### src/rtl/dpu_io_sequencer_if.sv
// rtl/dpu_io_sequencer_if.sv - host command/response channel of the DPU IO sequencer
interface dpu_io_sequencer_if #(
    parameter int INPUT_DATA_L = 32,
    parameter int IO_OPCODE_L  = 4,
    parameter int CNT_L        = 24
);
    logic                    cmd_valid;
    logic                    cmd_ready;
    logic [1:0]              cmd_op;
    logic [IO_OPCODE_L-1:0]  cmd_io_opcode;
    logic [INPUT_DATA_L-1:0] cmd_data;
    logic [CNT_L-1:0]        timeout_cycles;
    logic                    rsp_valid;
    logic                    rsp_ready;
    logic [31:0]             rsp_data;
    logic                    rsp_status;

    // Host side: issues commands, consumes responses
    modport master (
        output cmd_valid, cmd_op, cmd_io_opcode, cmd_data, timeout_cycles, rsp_ready,
        input  cmd_ready, rsp_valid, rsp_data, rsp_status
    );

    // Sequencer side
    modport slave (
        input  cmd_valid, cmd_op, cmd_io_opcode, cmd_data, timeout_cycles, rsp_ready,
        output cmd_ready, rsp_valid, rsp_data, rsp_status
    );
endinterface

### src/rtl/dpu_io_sequencer.sv
// rtl/dpu_io_sequencer.sv - converts host commands into cycle-exact DPU IO activity
module dpu_io_sequencer #(
    parameter int INPUT_DATA_L = 32,
    parameter int IO_OPCODE_L  = 4,
    parameter int READ_LAT     = 2,
    parameter int CNT_L        = 24
) (
    input  logic                    clk,
    input  logic                    rst,
    dpu_io_sequencer_if.slave       host,
    output logic                    busy,
    output logic [INPUT_DATA_L-1:0] in,
    output logic [IO_OPCODE_L-1:0]  io_opcode,
    output logic                    reset_execution_io,
    output logic                    enable_execution_io,
    input  logic                    done_execution_io,
    input  logic [31:0]             out
);
    typedef enum logic [2:0] {
        S_IDLE, S_LOAD, S_RUN_RST, S_RUN_EN, S_RD_ISSUE, S_RD_WAIT, S_RESP
    } state_t;

    localparam logic [3:0] LP_READ_LAT = 4'(READ_LAT);

    state_t                  r_state;
    state_t                  w_next;
    logic [CNT_L-1:0]        r_cnt;
    logic [CNT_L-1:0]        r_timeout;
    logic [3:0]              r_rd_cnt;
    logic [INPUT_DATA_L-1:0] r_in;
    logic [IO_OPCODE_L-1:0]  r_io_opcode;
    logic                    r_reset_exec;
    logic                    r_enable_exec;
    logic [31:0]             r_rsp_data;
    logic                    r_rsp_status;

    logic [CNT_L-1:0]        w_cnt_inc;
    logic                    w_timeout_hit;
    logic                    w_rsp_load;
    logic [31:0]             w_rsp_data;
    logic                    w_rsp_status;

    // Execution counter saturates instead of wrapping so a runaway RUN never reports a small count
    assign w_cnt_inc     = (&r_cnt) ? r_cnt : r_cnt + CNT_L'(1);
    assign w_timeout_hit = (r_timeout != '0) && (r_cnt == r_timeout - CNT_L'(1));

    assign host.cmd_ready   = (r_state == S_IDLE) && !rst;
    assign host.rsp_valid   = (r_state == S_RESP);
    assign host.rsp_data    = r_rsp_data;
    assign host.rsp_status  = r_rsp_status;
    assign busy             = (r_state != S_IDLE);
    assign in                  = r_in;
    assign io_opcode           = r_io_opcode;
    assign reset_execution_io  = r_reset_exec;
    assign enable_execution_io = r_enable_exec;

    // State register
    always_ff @(posedge clk) begin
        if (rst) r_state <= S_IDLE;
        else     r_state <= w_next;
    end

    // Next-state decode and response capture selection
    always_comb begin
        w_next       = r_state;
        w_rsp_load   = 1'b0;
        w_rsp_data   = 32'd0;
        w_rsp_status = 1'b0;
        case (r_state)
            S_IDLE: begin
                if (host.cmd_valid) begin
                    case (host.cmd_op)
                        2'd1:    w_next = S_LOAD;
                        2'd2:    w_next = S_RUN_RST;
                        2'd3:    w_next = S_RD_ISSUE;
                        default: w_next = S_IDLE;
                    endcase
                end
            end
            S_LOAD:     w_next = S_IDLE;
            S_RUN_RST:  w_next = S_RUN_EN;
            S_RUN_EN: begin
                // done takes priority over a coincident timeout
                if (done_execution_io || w_timeout_hit) begin
                    w_next       = S_RESP;
                    w_rsp_load   = 1'b1;
                    w_rsp_data   = 32'(w_cnt_inc);
                    w_rsp_status = !done_execution_io;
                end
            end
            S_RD_ISSUE: w_next = S_RD_WAIT;
            S_RD_WAIT: begin
                if (r_rd_cnt == 4'd1) begin
                    w_next     = S_RESP;
                    w_rsp_load = 1'b1;
                    w_rsp_data = out;
                end
            end
            S_RESP: begin
                if (host.rsp_ready) w_next = S_IDLE;
            end
            default: w_next = S_IDLE;
        endcase
    end

    // Datapath: DPU outputs are registered from the next state so they line up with it exactly
    always_ff @(posedge clk) begin
        if (rst) begin
            r_cnt         <= '0;
            r_timeout     <= '0;
            r_rd_cnt      <= '0;
            r_in          <= '0;
            r_io_opcode   <= '0;
            r_reset_exec  <= 1'b0;
            r_enable_exec <= 1'b0;
            r_rsp_data    <= '0;
            r_rsp_status  <= 1'b0;
        end else begin
            r_in          <= (w_next == S_LOAD) ? host.cmd_data : '0;
            r_io_opcode   <= (w_next == S_LOAD || w_next == S_RD_ISSUE) ? host.cmd_io_opcode : '0;
            r_reset_exec  <= (w_next == S_RUN_RST);
            r_enable_exec <= (w_next == S_RUN_EN);

            if (r_state == S_IDLE && w_next == S_RUN_RST) r_timeout <= host.timeout_cycles;

            if (r_state == S_RUN_RST)     r_cnt <= '0;
            else if (r_state == S_RUN_EN) r_cnt <= w_cnt_inc;

            if (r_state == S_RD_ISSUE)     r_rd_cnt <= LP_READ_LAT;
            else if (r_state == S_RD_WAIT) r_rd_cnt <= r_rd_cnt - 4'd1;

            if (w_rsp_load) begin
                r_rsp_data   <= w_rsp_data;
                r_rsp_status <= w_rsp_status;
            end
        end
    end
endmodule

### src/flat_wrapper.sv
// flat-port wrapper written by rule: the top's interface ports become plain ports
module dpu_io_sequencer_flat 
#(
    parameter int INPUT_DATA_L = 32,
    parameter int IO_OPCODE_L  = 4,
    parameter int READ_LAT     = 2,
    parameter int CNT_L        = 24
)
  (clk, rst, busy, in, io_opcode, reset_execution_io, enable_execution_io, done_execution_io, out, host_cmd_valid, host_cmd_op, host_cmd_io_opcode, host_cmd_data, host_timeout_cycles, host_rsp_ready, host_cmd_ready, host_rsp_valid, host_rsp_data, host_rsp_status);
  dpu_io_sequencer_if #(.INPUT_DATA_L(INPUT_DATA_L), .IO_OPCODE_L(IO_OPCODE_L), .CNT_L(CNT_L)) host_i ();
  input  logic clk;
  input  logic rst;
  output logic busy;
  output logic [INPUT_DATA_L-1:0] in;
  output logic [IO_OPCODE_L-1:0] io_opcode;
  output logic reset_execution_io;
  output logic enable_execution_io;
  input  logic done_execution_io;
  input  logic [31:0] out;
  input wire logic [$bits(host_i.cmd_valid)-1:0] host_cmd_valid;
  input wire logic [$bits(host_i.cmd_op)-1:0] host_cmd_op;
  input wire logic [$bits(host_i.cmd_io_opcode)-1:0] host_cmd_io_opcode;
  input wire logic [$bits(host_i.cmd_data)-1:0] host_cmd_data;
  input wire logic [$bits(host_i.timeout_cycles)-1:0] host_timeout_cycles;
  input wire logic [$bits(host_i.rsp_ready)-1:0] host_rsp_ready;
  output wire logic [$bits(host_i.cmd_ready)-1:0] host_cmd_ready;
  output wire logic [$bits(host_i.rsp_valid)-1:0] host_rsp_valid;
  output wire logic [$bits(host_i.rsp_data)-1:0] host_rsp_data;
  output wire logic [$bits(host_i.rsp_status)-1:0] host_rsp_status;
  assign host_i.cmd_valid = host_cmd_valid;
  assign host_i.cmd_op = host_cmd_op;
  assign host_i.cmd_io_opcode = host_cmd_io_opcode;
  assign host_i.cmd_data = host_cmd_data;
  assign host_i.timeout_cycles = host_timeout_cycles;
  assign host_i.rsp_ready = host_rsp_ready;
  assign host_cmd_ready = host_i.cmd_ready;
  assign host_rsp_valid = host_i.rsp_valid;
  assign host_rsp_data = host_i.rsp_data;
  assign host_rsp_status = host_i.rsp_status;
  dpu_io_sequencer #(.INPUT_DATA_L(INPUT_DATA_L), .IO_OPCODE_L(IO_OPCODE_L), .READ_LAT(READ_LAT), .CNT_L(CNT_L)) u_core (.clk(clk), .rst(rst), .host(host_i), .busy(busy), .in(in), .io_opcode(io_opcode), .reset_execution_io(reset_execution_io), .enable_execution_io(enable_execution_io), .done_execution_io(done_execution_io), .out(out));
endmodule
### config.mk
export PLATFORM = sky130hd
export DESIGN_NAME = dpu_io_sequencer_flat
export DESIGN_NICKNAME = d
export VERILOG_FILES = /design/src/rtl/dpu_io_sequencer_if.sv /design/src/rtl/dpu_io_sequencer.sv /design/src/flat_wrapper.sv
export SDC_FILE = /design/constraint.sdc
export NUM_CORES = 1
export LEC_CHECK = 0
export ABC_AREA = 1
export BUFFER_PORTS_ARGS = -buffer_cell sky130_fd_sc_hd__buf_2
export CORE_MARGIN = 2
export CORE_UTILIZATION = 50
export DETAILED_ROUTE_END_ITERATION = 10
export PLACE_DENSITY = 0.83
export RECOVER_POWER = 50
export SYNTH_ARGS = -nofsm -noshare
export SYNTH_HDL_FRONTEND = slang
export SYNTH_SLANG_ARGS = --single-unit
### constraint.sdc
create_clock -name clk -period 2.6 [get_ports clk]
set_input_delay 0.26 -clock clk [delete_from_list [all_inputs] [get_ports clk]]
set_output_delay 0.26 -clock clk [all_outputs]
set_load 0.05 [all_outputs]
# Word-level counts from Yosys, hierarchy flattened
# Cells that the tools add are included.
# W data, S select, Z words.
# classes
add_sub_neg	3
n_mul	0
div_mod_pow	0
order_cmp	0
eq_ne	14
shifts	0
n_mux	17
bitwise	2
n_reduce_logical	16
# op_table
op	n
$pmux W32 S2	1
$mux W24	2
$mux W32	1
$add A24 B1 Y24 const B	1
$eq A24 B24 Y1	1
$reduce_and A24 Y1	1
$reduce_bool A24 Y1	1
$sub A24 B1 Y24 const B	1
$pmux W3 S6	1
$eq A3 B2 Y1 const B	4
$eq A3 B3 Y1 const B	4
$mux W3	4
$pmux W3 S3	1
$reduce_or A2 Y1	4
$eq A2 B2 Y1 const B	2
$eq A4 B1 Y1 const B	1
$mux W1	4
$mux W2	2
$sub A4 B1 Y4 const B	1
$eq A3 B1 Y1 const B	1
$logic_and A1 B1 Y1	3
$logic_not A3 Y1	1
$reduce_bool A3 Y1	1
$eq A2 B1 Y1 const B	1
5 further kinds	8
# totals
regBits	126
latch_bits	0
ramBits	0
mem_bits_ro	0
input_bits	99
output_inout_bits	74
elab_cells	63
mem_count	0

# Longest topological paths before layout
# Gate-level depths: netlist of run 1.
# logic_depth
word_depth	10
depth_mapped	18
ltp_nobuf	17

# Worst setup path before layout of run 1
# OpenSTA, ideal clock, no wires.
# synth_path
path_type	reg-to-reg
startpoint	register u_core.r_timeout[0]
endpoint	register u_core.r_rsp_data[25] (netlist: u_core.host.rsp_data[25])
setup_time_ns	0.132
arrival_ns	1.941
t_required_ns	2.468
path_slack_ns	0.527
stages_incl_launch_ff	15
path_buffers	1
synth_period_minus_slack_ns	2.073
path_cell_list	dfxtp_1 inv_1 ha_1 nand2_1 nor3_2 nand2_1 xnor2_1 nand3_1 nor2_1 nand3_2 nand2_4 nand2_4 buf_6 nand3_2 a21oi_1
# synth_between
elab_chain_cells	6
elab_cells_between_ends	7
classes_between	1 x add/sub; 1 x eq/ne; 2 x mux; 3 x reduce/logical
# synth_lines
item	line_no	source
start, declared	dpu_io_sequencer.sv:28	logic [CNT_L-1:0] r_timeout;
start signal, assigned	dpu_io_sequencer.sv:124	if (r_state == S_IDLE && w_next == S_RUN_RST) r_timeout <= host.timeout_cycles;
$sub A24 B1 Y24	dpu_io_sequencer.sv:45	assign w_timeout_hit = (r_timeout != '0) && (r_cnt == r_timeout - CNT_L'(1));
$eq A24 B24 Y1	dpu_io_sequencer.sv:45	
$logic_and A1 B1 Y1 *	dpu_io_sequencer.sv:45	
$logic_or A1 B1 Y1 *	dpu_io_sequencer.sv:84	if (done_execution_io || w_timeout_hit) begin
$mux W1 *	dpu_io_sequencer.sv:84	
$pmux W1 S2 *	dpu_io_sequencer.sv:69	case (r_state)
end signal, assigned	dpu_io_sequencer.sv:133	r_rsp_data <= w_rsp_data;
end, declared	dpu_io_sequencer.sv:34	logic [31:0] r_rsp_data;
# Mark *: on every way between the ends. The rest lies on a longest branch, timed or not.
# A chain may end at the register's enable or synchronous reset.

# Final worst setup path of run 1
# layout_path
startpoint	register u_core.r_timeout[2]
endpoint	register u_core.r_rsp_data[3] (netlist: u_core.host.rsp_data[3])
# layout_between
elab_chain_cells	6
elab_cells_between_ends	9
classes_between	1 x add/sub; 1 x eq/ne; 4 x mux; 3 x reduce/logical
# layout_lines
item	line_no
$sub A24 B1 Y24	dpu_io_sequencer.sv:45
$eq A24 B24 Y1	dpu_io_sequencer.sv:45
$logic_and A1 B1 Y1 *	dpu_io_sequencer.sv:45
$logic_or A1 B1 Y1 *	dpu_io_sequencer.sv:84
$mux W24 or $mux W1 (tied branches)	dpu_io_sequencer.sv:84
$pmux W32 S2 or $pmux W1 S2 (tied branches)	dpu_io_sequencer.sv:69
# Marked as above.

==> results.md, run 1 <==
* Syn_nets at 1050
* Synth Area in XOR/XNOR at 5.59%
* CP peak stage delay at 0.38 ns
* Inst Count DP at 1267
* Hold Violations, Final at 0
* First-pass GRT wire length at 27.8 mm
* CTS buffer count at 17
* Count of state elements after synthesis at 126
* Worst reg2reg path depth at 14
* Grt ovf at 0
* Fill count at 1187
* Period Utilization, post-route at 93.3%
* PortBufs at about 170
* Drt pass-1 iters at 5
* Multi-input logic area at 3130 um^2
* Worst-Margin Slew at 1.22 ns
* TritonCTS Sinks at 126
* Status: finished clean
* CTS tree: built
* Hold path start: host_cmd_data[4]
* Seq/Total Area, Yosys at 39.3%
* Synthesis Warnings at 0
* Die height at about 120 um
* Post-synthesis compound-gate area fraction at a little under an eighth
* Fmax at 412 MHz
* Max cap viols at 0
* Static Leak at 3.66 nW
* First DRT Iteration DRCs at 469
* Data arrival time of the critical path at 2.77 ns
* Multiplexer area fraction after synthesis at 0%
* Mapped Area at around 6400 um^2
* Cts hold-fix bufs at 0
* Worst path slowest cell: nor2_2
* Final worst path period need at approximately 2.4 ns
* Worst-Skew Late Latency at 0.42 ns
* Kind of critical path: reg -> reg
* Worst r2r src: u_core.r_timeout[2]
* Post-CTS Setup Inserts at 0
* GPL Wtd Cong at 0.917
* I/O pins at ~170
* Post-Synth Simple-Gate Area at 30.5%
* Final core utilization at 62.8%
* CORE AREA at about 13000 um^2
* Antenna violations before repair at 1
* Detailed Place HPWL at between 10 and 15 mm
* Crit path from: u_core.r_timeout[2]
* Maximum VDD drop at roughly 0.65 mV
* R2R Setup Slk at 0.17 ns
* Power Density at just under 700 nW/um^2
* Die width at 117 um
* # setup viols final at 0
* Syn Inst Count at 947
* DR WL/cell at about 13 um
* Register Area at 2520 um^2
* Post-DR vias/cell at 5.00
* CP Data Required Time at 2.94 ns
* CP startpoint kind: register
* Die ar. at 13800 um^2
* Adder-Cell Fraction of Synth Area at 0.779%
* Non-Filler Instances at 1300
* Reg2reg end: u_core.host.rsp_data[3]
* Via Count at 6506
* Max FO, Critical Path at 24
* Critical path, cell by cell: nor2_1, nand2_1, nor2_2, nand3_1, nand3_1, nand2_1, nor2_1, nand2_1, nor2_2, nand3_2, nand2_4, buf_8, a21oi_1, a21oi_1
* CTS H-Tree Depth at 4
* Area Growth Syn to Fin at 22.8%
* Clock root buffer: clkbuf_16
* Worst Clk Skew at 0.00742 ns
* Layout cell share with drive strength beyond 1 at around 17%
* Library cells used by synthesis at 31
* DRT Wirelength at 17.0 mm
* Clk slew on worst S/H paths at about 0.06 ns
* Max_slew headroom at 18.7%
* Row cnt at just over 40
* Net count, final at between 1000 and 1500
* Max Root-Sink Buffers at 2
* Setup crit end: u_core.host.rsp_data[3]
* DRC viols at 0
* Slew Limit Fails at 0
* HP Class: in -> reg
* Crit end category: register
* Tot GR Track Use at 24.7%
* CP most frequent cell: nand2_1
* Largest family of logic cells by synthesized area: simple AND/OR/NAND/NOR gates
* Design Power at 5.33 mW
* Avg Cell Area, Syn at 6.78 um^2
* Largest net degree at the start of global routing at 58
* Starting Density at slightly above 50%
* Number of global-route vias before repair at approximately 6300
* Antenna-violating nets left at 0
[critical path: cells and delay by family (launching register included)]
family / cells / cell delay (ns)
and+or+nand+nor: 11 / 1.54
DFF: 1 / 0.34
AOI/OAI and AO/OA: 2 / 0.26
buffers and inverters: 1 / 0.19
[cell usage in the layout (no fill, tap or decap), drive strengths merged, types with 2 or more instances in the layout]
cell type	Yosys	routed
a21oi	114	114
buf	13	114
clkbuf	26	91
clkinv	0	7
clkinvlp	0	2
dfxtp	126	126
ha	4	4
inv	155	160
nand2	163	163
nand3	75	75
nand3b	2	2
nand4	16	16
nor2	155	155
nor3	12	12
nor4	7	7
o21ai	33	33
or2	2	2
xnor2	14	14
xor2	27	27
[state kept, by name, indices dropped and copies added, names as in the netlist, 3 cells and up]
name                  cells
u_core.io_opcode          4
u_core.r_timeout         24
u_core.r_cnt             24
u_core.r_rd_cnt           4
u_core.r_state            3
u_core.host.rsp_data     32
u_core.in                32
[kinds of logic after synthesis]
logic type | Yosys count
DFF | 126
adders and majority gates | 4
and+or+nand+nor | 433
buffers and inverters | 194
AOI/OAI and AO/OA | 149
xor gates and xnor gates | 41
[power breakdown]
part	switching (mW)	leakage [nW]	internal, mW
combinational	0.718	2.37	0.366
sequential	0.0679	1.02	2.00
clock	0.924	0.268	1.26
[repair_timing]
item	in CTS	in global routing
resized for setup	0	6
hold endpoints to repair	0	0
endpoints found under the setup margin	0	33
[synth_stat cells, drive strengths merged]
master	number	share of area, %
xnor2	14	1.9
o21bai	1	0.12
nand4	16	1.6
xor2	27	3.7
a211oi	1	0.12
ha	4	0.78
buf	13	1.6
a21oi	114	8.9
or2	2	0.19
o21ai	33	2.6
and2	1	0.097
clkbuf	26	1.5
nor2	155	10
nand3b	2	0.23
inv	155	9.1
nor3	12	1.2
nand2	163	9.8
nand3	75	6.7
nor4	7	0.68
dfxtp	126	39
[how the worst min path moves through the flow]
| stage | end | slack, ns | cells after the start |
|---|---|---|---|
| floorplan | u_core.in[0] | 0.37 | 2 |
| detailed placement | u_core.host.rsp_data[28] | 0.46 | 2 |
| finish | u_core.in[4] | 0.05 | 3 |
| global route | u_core.in[20] | 0.04 | 3 |
| CTS | u_core.in[16] | 0.04 | 3 |
| global placement | u_core.host.rsp_data[25] | 0.46 | 2 |
[area by class of cell]
class / instances / share of cell area (%)
tap: 172 / 2.73
clock inverter: 14 / 1.38
antenna: 1 / 0.0317
clock buffer: 18 / 5.57
sequential: 126 / 32.0
timing repair buffer: 187 / 11.2
inverter: 155 / 7.38
multi-input combinational: 627 / 39.7
[metrics by stage]
stage | area, um^2 | hold WS [ns] | setup WS (ns) | setup TNS, ns
after floorplan | 6420 | 0.372 | 0.527 | 0
after global placement | 7410 | 0.457 | 0.235 | 0
after detailed placement | 7410 | 0.464 | 0.157 | 0
after CTS | 7960 | 0.0356 | 0.136 | 0
after global routing | 7890 | 0.0379 | -0.0205 | -0.0294
final | 7890 | 0.0483 | 0.174 | 0
[metal layers]
| layer | vias up | share of wire [%] | track usage [%] |
|---|---|---|---|
| li1 | 3308 | - | - |
| met1 | 2930 | 40 | 26.0 |
| met3 | 51 | 6.6 | 7.64 |
| met4 | 0 | 3.4 | 11.5 |
| met2 | 217 | 50 | 44.6 |
| met5 | - | 0 | 0 |
Note: power is estimated with default switching activity, not from simulation.
==> run 2: changes to the inputs <==
==> constraint.sdc (replaced) <==
create_clock -name clk -period 2.45 [get_ports clk]
set_input_delay 0.245 -clock clk [delete_from_list [all_inputs] [get_ports clk]]
set_output_delay 0.245 -clock clk [all_outputs]
set_load 0.05 [all_outputs]
==> run 2 against run 1 <==
Compared with the run above:
- sequential cell count is the same
- core utilization grew 0.73 points
- clock-buffer cell count grew 2
- total power grew 11%
- critical path depth shrank 1
- final area grew 1.2%
- maximum frequency grew 7.9%
- register-to-register slack gained 0.03 ns
- wire length grew 2.0%
- die area is the same
- non-clock buffer count grew 2
- first-iteration DRC count grew 3.8%
- critical endpoint is now u_core.host.rsp_data[20]
- highest routed layer unchanged
==> results.md, run 2 (synthesis results as in run 1) <==
* Detailed Place HPWL at 12.8 mm (+1.5%)
* Most frequent cells in the layout: nand2_1, inv_1, nor2_1
* DRT Wirelength at 17.3 mm (+2.0%)
* First DRT Iteration DRCs at 487 (+3.8%)
* DRC viols at 0 (unchanged)
* Largest net degree at the start of global routing at 58 (unchanged)
* Die ar. at 13800 um^2 (unchanged)
* # setup viols final at 0 (unchanged)
* Worst path slowest cell: dfxtp_1
* Worst-Skew Late Latency at 0.43 ns (about the same)
* CTS tree: built
* Status: finished clean
* Worst Clk Skew at 0.00887 ns (+0.00145 ns)
* Die width at 117 um (unchanged)
* Clk slew on worst S/H paths at 0.06 ns (about the same)
* First-pass GRT wire length at 28.1 mm (+1.2%)
* Kind of cell adding the most delay to the critical path: simple AND/OR/NAND/NOR gates
* PortBufs at 172 (unchanged)
* CP Data Required Time at 2.73 ns (-0.21 ns)
* CTS buffer count at 17 (unchanged)
* Number of global-route vias before repair at 6208 (-1.2%)
* WP buf/inv at 1 (unchanged)
* Starting Density at 51.1% (unchanged)
* Data arrival time of the critical path at 2.53 ns (-0.24 ns)
* Area Growth Syn to Fin at 24.2%
* Maximum VDD drop at 0.574 mV (-11%)
* GPL Wtd Cong at 0.929 (+1.3%)
* Net count, final at 1219 (+0.16%)
* CTS H-Tree Depth at 4 (unchanged)
* Static Leak at 3.70 nW (+1.0%)
* Slew Limit Fails at 0 (unchanged)
* Crit end category: register
* Grt ovf at 0 (unchanged)
* TritonCTS Sinks at 126 (unchanged)
* Worst-Margin Slew at 0.686 ns (-0.533 ns)
* CP startpoint kind: register
* Max Root-Sink Buffers at 2 (unchanged)
* Die height at 117 um (unchanged)
* Row cnt at 41 (unchanged)
* Antenna-violating nets left at 0 (unchanged)
* Design Power at 5.91 mW (+11%)
* Drt pass-1 iters at 6 (+1)
* Fill count at 1197 (+0.84%)
* Clock root buffer: clkbuf_16
* Fmax at 445 MHz (+7.9%)
* Max cap viols at 0 (unchanged)
* Kind of critical path: reg -> reg
* Post-DR vias/cell at 5.03 (+0.49%)
* HP Class: in -> reg
* Most common cell after layout, fill and taps aside: nand2_1
* Critical path, cell by cell: nor2_2, nand2_1, nor2_2, buf_4, nand2_1, xor2_1, nand3_1, nor2_1, nand3_2, nand2_4, nand2_8, nand3_1, a21oi_1
* Power Density at 741 nW/um^2 (+9.6%)
* DR WL/cell at 13.3 um (+1.9%)
* I/O pins at 173 (unchanged)
* CP peak stage delay at 0.37 ns (about the same)
* Sum Neg Setup Slack at 0 ns (unchanged)
* Via Count at 6543 (+0.57%)
* Hold Violations, Final at 0 (unchanged)
* Tot GR Track Use at 25.2% (+0.58 points)
* Layout cell share with drive strength beyond 1 at 17.2% (+0.52 points)
* Max FO, Critical Path at 34 (+42%)
* Antenna violations before repair at 1 (unchanged)
* CORE AREA at 12600 um^2 (unchanged)
* Period Utilization, post-route at 91.7% (-1.6 points)
* Max_slew headroom at 54.5% (+36 points)
* Final worst path period need at 2.25 ns (-0.178 ns)
==> run 2: cell count changes in the layout (fill, tap and decap cells not counted), sizes merged <==
cell      previous run  this run
inv                160       156
buf                114       117
bufinv               0         3
clkbuf              91        92
clkinv               7         6
clkinvlp             2         1
==> run 2: where the power goes <==
part | internal [mW] | total, mW | switching, mW
clock network | 1.61 | 2.52 | 0.911
logic | 0.412 | 1.19 | 0.779
registers | 2.12 | 2.20 | 0.0737
==> run 2: final timing paths <==
path                                            endpoint  slack [ns]                      from  depth (start not counted)
worst max-delay path            u_core.host.rsp_data[20]        0.20       u_core.r_timeout[5]                         13
worst min-delay path                        u_core.in[6]        0.03          host_cmd_data[6]                          3
worst max register to register  u_core.host.rsp_data[20]        0.20       u_core.r_timeout[5]                         13
worst min register to register  u_core.host.rsp_data[28]        0.47  u_core.host.rsp_data[28]                          2
==> run 2: per-stage QoR <==
step,hold WS (ns),util (%),cell area [um^2],worst slack (ns),std cells
after detailed placement,0.462,59.1,7430,0.105,1269
after CTS,0.0171,63.8,8020,0.0576,1300
final,0.0292,63.5,7980,0.202,1301
after global placement,0.456,59.1,7430,0.182,1269
after global routing,0.0212,63.5,7980,-0.00746,1301
after floorplan,0.357,-,6420,0.377,947
==> run 2: area by class of cell <==
cell class | count | area [um^2] | area share (%)
multi-input cells | 627 | 3170 | 39.7
flip-flops and latches | 126 | 2520 | 31.6
repair buffers | 189 | 901 | 11.3
inverters | 155 | 582 | 7.29
clock buffers | 20 | 447 | 5.60
well taps | 172 | 215 | 2.70
clock inverters | 11 | 140 | 1.76
diodes | 1 | 2.50 | 0.0314
==> run 2: what timing repair did <==
action | CTS | global route
buffers inserted | 0 | 0
setup endpoints to repair | 0 | 36
hold buffers | 0 | 0
resized for setup | 0 | 14
==> run 2: worst register-to-register path, delay by kind of cell, from the launching register on <==
kind / cells / cell delay, ns
simple gates: 10 / 1.32
buf+inv: 1 / 0.18
flops: 1 / 0.37
xor+xnor: 1 / 0.17
compound gates: 1 / 0.08
==> run 2: layer usage <==
layer / up-vias / part of all wire (%) / global-route usage (%)
met1: 2977 / 40 / 27.2
met4: 0 / 2.9 / 11.0
met2: 215 / 50 / 45.3
li1: 3308 / - / -
met3: 43 / 6.7 / 7.88
met5: - / 0 / 0
==> run 3: changes to the inputs <==
--- a/config.mk
+++ b/config.mk
@@ -5,8 +5,8 @@
 export SDC_FILE = /design/constraint.sdc
 export NUM_CORES = 1
 export LEC_CHECK = 0
-export ABC_AREA = 1
 export BUFFER_PORTS_ARGS = -buffer_cell sky130_fd_sc_hd__buf_2
+export CORE_ASPECT_RATIO = 0.5
 export CORE_MARGIN = 2
 export CORE_UTILIZATION = 50
 export DETAILED_ROUTE_END_ITERATION = 10
==> run 3 against run 2 <==
Compared with the run above:
- the flow now finishes with violations (negative setup slack)
- critical path depth fell by 4
- first-iteration DRC count fell by 3.3%
- largest cell class unchanged
- highest routed layer is now met5
- maximum frequency fell by 24%
- synthesized area fell by 4.6%
- clock power rose by 6%
- critical endpoint is now u_core.in[13]
- sequential power fell by 3%
- wire length rose by 4.1%
- register-to-register slack got worse by 0.71 ns
- global-route usage rose by 0.69 points
- sequential cell count did not move
- critical path type unchanged
- synthesized cell count fell by 27%
==> results.md, run 3 <==
* Drt pass-1 iters at 5 (-1)
* TritonCTS Sinks at 126 (unchanged)
* Hold Violations, Final at 0 (unchanged)
* Avg Cell Area, Syn at 8.82 um^2 (+30%)
* Largest net degree at the start of global routing at 35 (-40%)
* DRC viols at 0 (unchanged)
* Multi-input logic area at 3510 um^2 (+11%)
* Top cell type's share of synthesized area at 41.2% (+1.9 points)
* HP Class: in -> reg
* CTS H-Tree Depth at 4 (unchanged)
* Max Root-Sink Buffers at 2 (unchanged)
* Power Density at 670 nW/um^2 (-9.6%)
* Post-DR vias/cell at 5.56 (+10%)
* Die height at 82.3 um (-30%)
* DR WL/cell at 16.2 um (+22%)
* First DRT Iteration DRCs at 471 (-3.3%)
* Period Utilization, post-route at 121% (+29 points)
* DRT Wirelength at 18.1 mm (+4.1%)
* Maximum VDD drop at 0.482 mV (-16%)
* Synth area leader: dfxtp_1
* CP Data Required Time at 2.82 ns (+0.09 ns)
* Count leader, synth: dfxtp_1
* Number of global-route vias before repair at 5927 (-4.5%)
* PortBufs at 172 (unchanged)
* Failing checks: negative setup slack
* Area Growth Syn to Fin at 39.1%
* Mapped Area at 6130 um^2 (-4.6%)
* Clk slew on worst S/H paths at 0.06 ns (about the same)
* Final WS setup at -0.511 ns (-0.713 ns)
* Net count, final at 1036 (-15%)
* Clk network pwr share at 46.6% (+3.9 points)
* Data arrival time of the critical path at 3.33 ns (+0.80 ns)
* Seq pwr share at 37.4% (+0.2 points)
* Count of state elements after synthesis at 126 (unchanged)
* Max_slew headroom at 57.2% (+2.7 points)
* Max FO, Critical Path at 8 (-76%)
* CTS buffer count at 17 (unchanged)
* Met3 WL post-DR at 1.21 mm (+4.2%)
* Area contributors post-synth: dfxtp_1, xnor2_1, nand2_1
* CP startpoint kind: register
* Syn Inst Count at 695 (-27%)
* Die ar. at 13200 um^2 (-4.1%)
* Grt ovf at 0 (unchanged)
* Crit end category: register
* Synthesis Warnings at 0 (unchanged)
* Max cap viols at 0 (unchanged)
* Layout cell share with drive strength beyond 1 at 30.0% (+13 points)
* Cts hold-fix bufs at 0 (unchanged)
* Syn_nets at 798 (-24%)
* Clock root buffer: clkbuf_16
* Worst-Margin Slew at 0.645 ns (-0.0403 ns)
* Ys flop type: dfxtp_1
* Most common cell after layout, fill and taps aside: dfxtp_1
* Ant. Diodes at 0 (-1)
* Most frequent cells in the layout: dfxtp_1, buf_2, buf_4
* Combinational Power Share at 16.0% (-4.1 points)
* CTS tree: built
* Via Count at 6174 (-5.6%)
* Detailed Place HPWL at 12.0 mm (-6.5%)
* Starting Density at 51.6% (+0.47 points)
* Final worst path period need at 2.96 ns (+0.713 ns)
* # setup viols final at 68 (+68)
* Cell-internal power at 4.13 mW (-0.39%)
* Kind of critical path: reg -> reg
* Seq/Total Area, Yosys at 41.2% (+1.9 points)
* CP peak stage delay at 0.57 ns (+0.20 ns)
* Register Area at 2530 um^2 (+0.25%)
* Unrepaired setup endpoints after global routing: true
* Worst-Skew Late Latency at 0.42 ns (about the same)
* Tot GR Track Use at 25.9% (+0.69 points)
* Antenna violations before repair at 1 (unchanged)
* Fmax at 338 MHz (-24%)
* WL met2 at 9.04 mm (+3.3%)
* CORE AREA at 11900 um^2 (-5.5%)
* I/O pins at 173 (unchanged)
* Met1 WL at 7.46 mm (+7.9%)
* GPL Wtd Cong at 0.892 (-4.0%)
* Ys async rst share at 0% (unchanged)
* Antenna-violating nets left at 0 (unchanged)
* Inst Count DP at 1069 (-16%)
* DR top layer: met5
* Critical path, cell by cell: or4_4, or3_4, nor3b_1, o31a_1, o2111a_2, o41ai_4, buf_6, clkbuf_16, and3_4
* Slew Limit Fails at 0 (unchanged)
* Worst Clk Skew at 0.0136 ns (+0.00472 ns)
* Synth top cells by count: dfxtp_1, nand2_1, nor2_1
* Die width at 161 um (+37%)
* First-pass GRT wire length at 27.3 mm (-2.9%)
* Sw frac at 27.6% (-2.2 points)
* Row cnt at 28 (-32%)
* Non-Filler Instances at 1111 (-15%)
* Static Leak at 3.67 nW (-0.85%)
* Status: finished, violations left
* Sum Neg Setup Slack at -30.52 ns (-30.52 ns)
* Library cells used by synthesis at 62 (+100%)
* Fill count at 874 (-27%)
* Worst path slowest cell: or4_4
* Number of synthesized flops with an enable pin at 0 (unchanged)
* Switching power at 1.58 mW (-10%)
[run 3: cell count changes after synthesis, moves of 22 or more]
cell	change
inv_1	-141
nor2_1	-85
a21oi_1	-77
nand2_1	-77
nand3_1	-40
and3_1	+37
xnor2_1	+32
a221o_1	+24
a22o_1	+23
o21ai_0	-22
[run 3: layout make-up]
cell class              instances  area share, %
flip-flops and latches        126           29.7
repair buffers                268           18.9
inverters                      12          0.528
multi-input cells             508           41.2
well taps                     165           2.42
clock buffers                  18           5.15
clock inverters                14           2.14
[run 3: logic make-up after synthesis]
kind of cell / after synthesis / share of synthesized area, %
xor gates and xnor gates: 70 / 10.0
buffers and inverters: 61 / 4.35
AOI/OAI and AO/OA: 122 / 15.2
and+or+nand+nor: 299 / 26.3
muxes: 13 / 2.12
adders and majority gates: 4 / 0.817
DFF: 126 / 41.2
[run 3: critical path: cells and delay by family (launching register included)]
family,cells,cell delay (ns)
and+or+nand+nor,4,1.28
buffers and inverters,2,0.36
AOI/OAI and AO/OA,3,0.96
DFF,1,0.32
[run 3: per-stage QoR]
| stage | power [mW] | cell area, um^2 | util, % | worst slack, ns | hold WS, ns |
|---|---|---|---|---|---|
| after global routing | 5.92 | 8530 | 71.8 | -0.627 | 0.0128 |
| after floorplan | 2.72 | 6180 | - | -0.402 | 0.345 |
| after detailed placement | 3.01 | 7700 | 64.9 | -0.587 | 0.454 |
| after CTS | 5.67 | 8370 | 70.5 | -0.450 | 0.0233 |
| final | 5.71 | 8530 | 71.8 | -0.511 | 0.0293 |
| after global placement | 2.99 | 7700 | 64.9 | -0.489 | 0.450 |
[run 3: timing repair]
item                                    in CTS  in global routing
buffers inserted                             2                  4
endpoints found under the setup margin      68                 68
gates cloned                                 0                  4
gates resized for setup                      9                 28
pin swaps                                    5                 12
[run 3: layer usage]
layer  global-route usage (%)  vias to the layer above
li1                         -                     2967
met1                     30.2                     2945
met2                     45.8                      220
met3                     8.09                       40
met4                     10.4                        2
met5                        0                        -
[run 3: path summary, 6_finish.rpt]
path                         start  slack (ns)  depth (start not counted)                  end
max           u_core.r_timeout[17]       -0.51                          9        u_core.in[13]
min          host_cmd_io_opcode[2]        0.03                          2  u_core.io_opcode[2]
max reg2reg   u_core.r_timeout[17]       -0.51                          9        u_core.in[13]
min reg2reg     u_core.r_rd_cnt[2]        0.50                          2   u_core.r_rd_cnt[2]
[run 3: power by group through the flow]
| stage | Combinational, mW | Clock (mW) | Sequential [mW] |
|---|---|---|---|
| after floorplan | 0.409 | 0 | 2.31 |
| after global placement | 0.814 | 0 | 2.18 |
| after detailed placement | 0.833 | 0 | 2.18 |
| after CTS | 0.853 | 2.68 | 2.14 |
| after global routing | 0.980 | 2.80 | 2.14 |
| final | 0.914 | 2.66 | 2.14 |
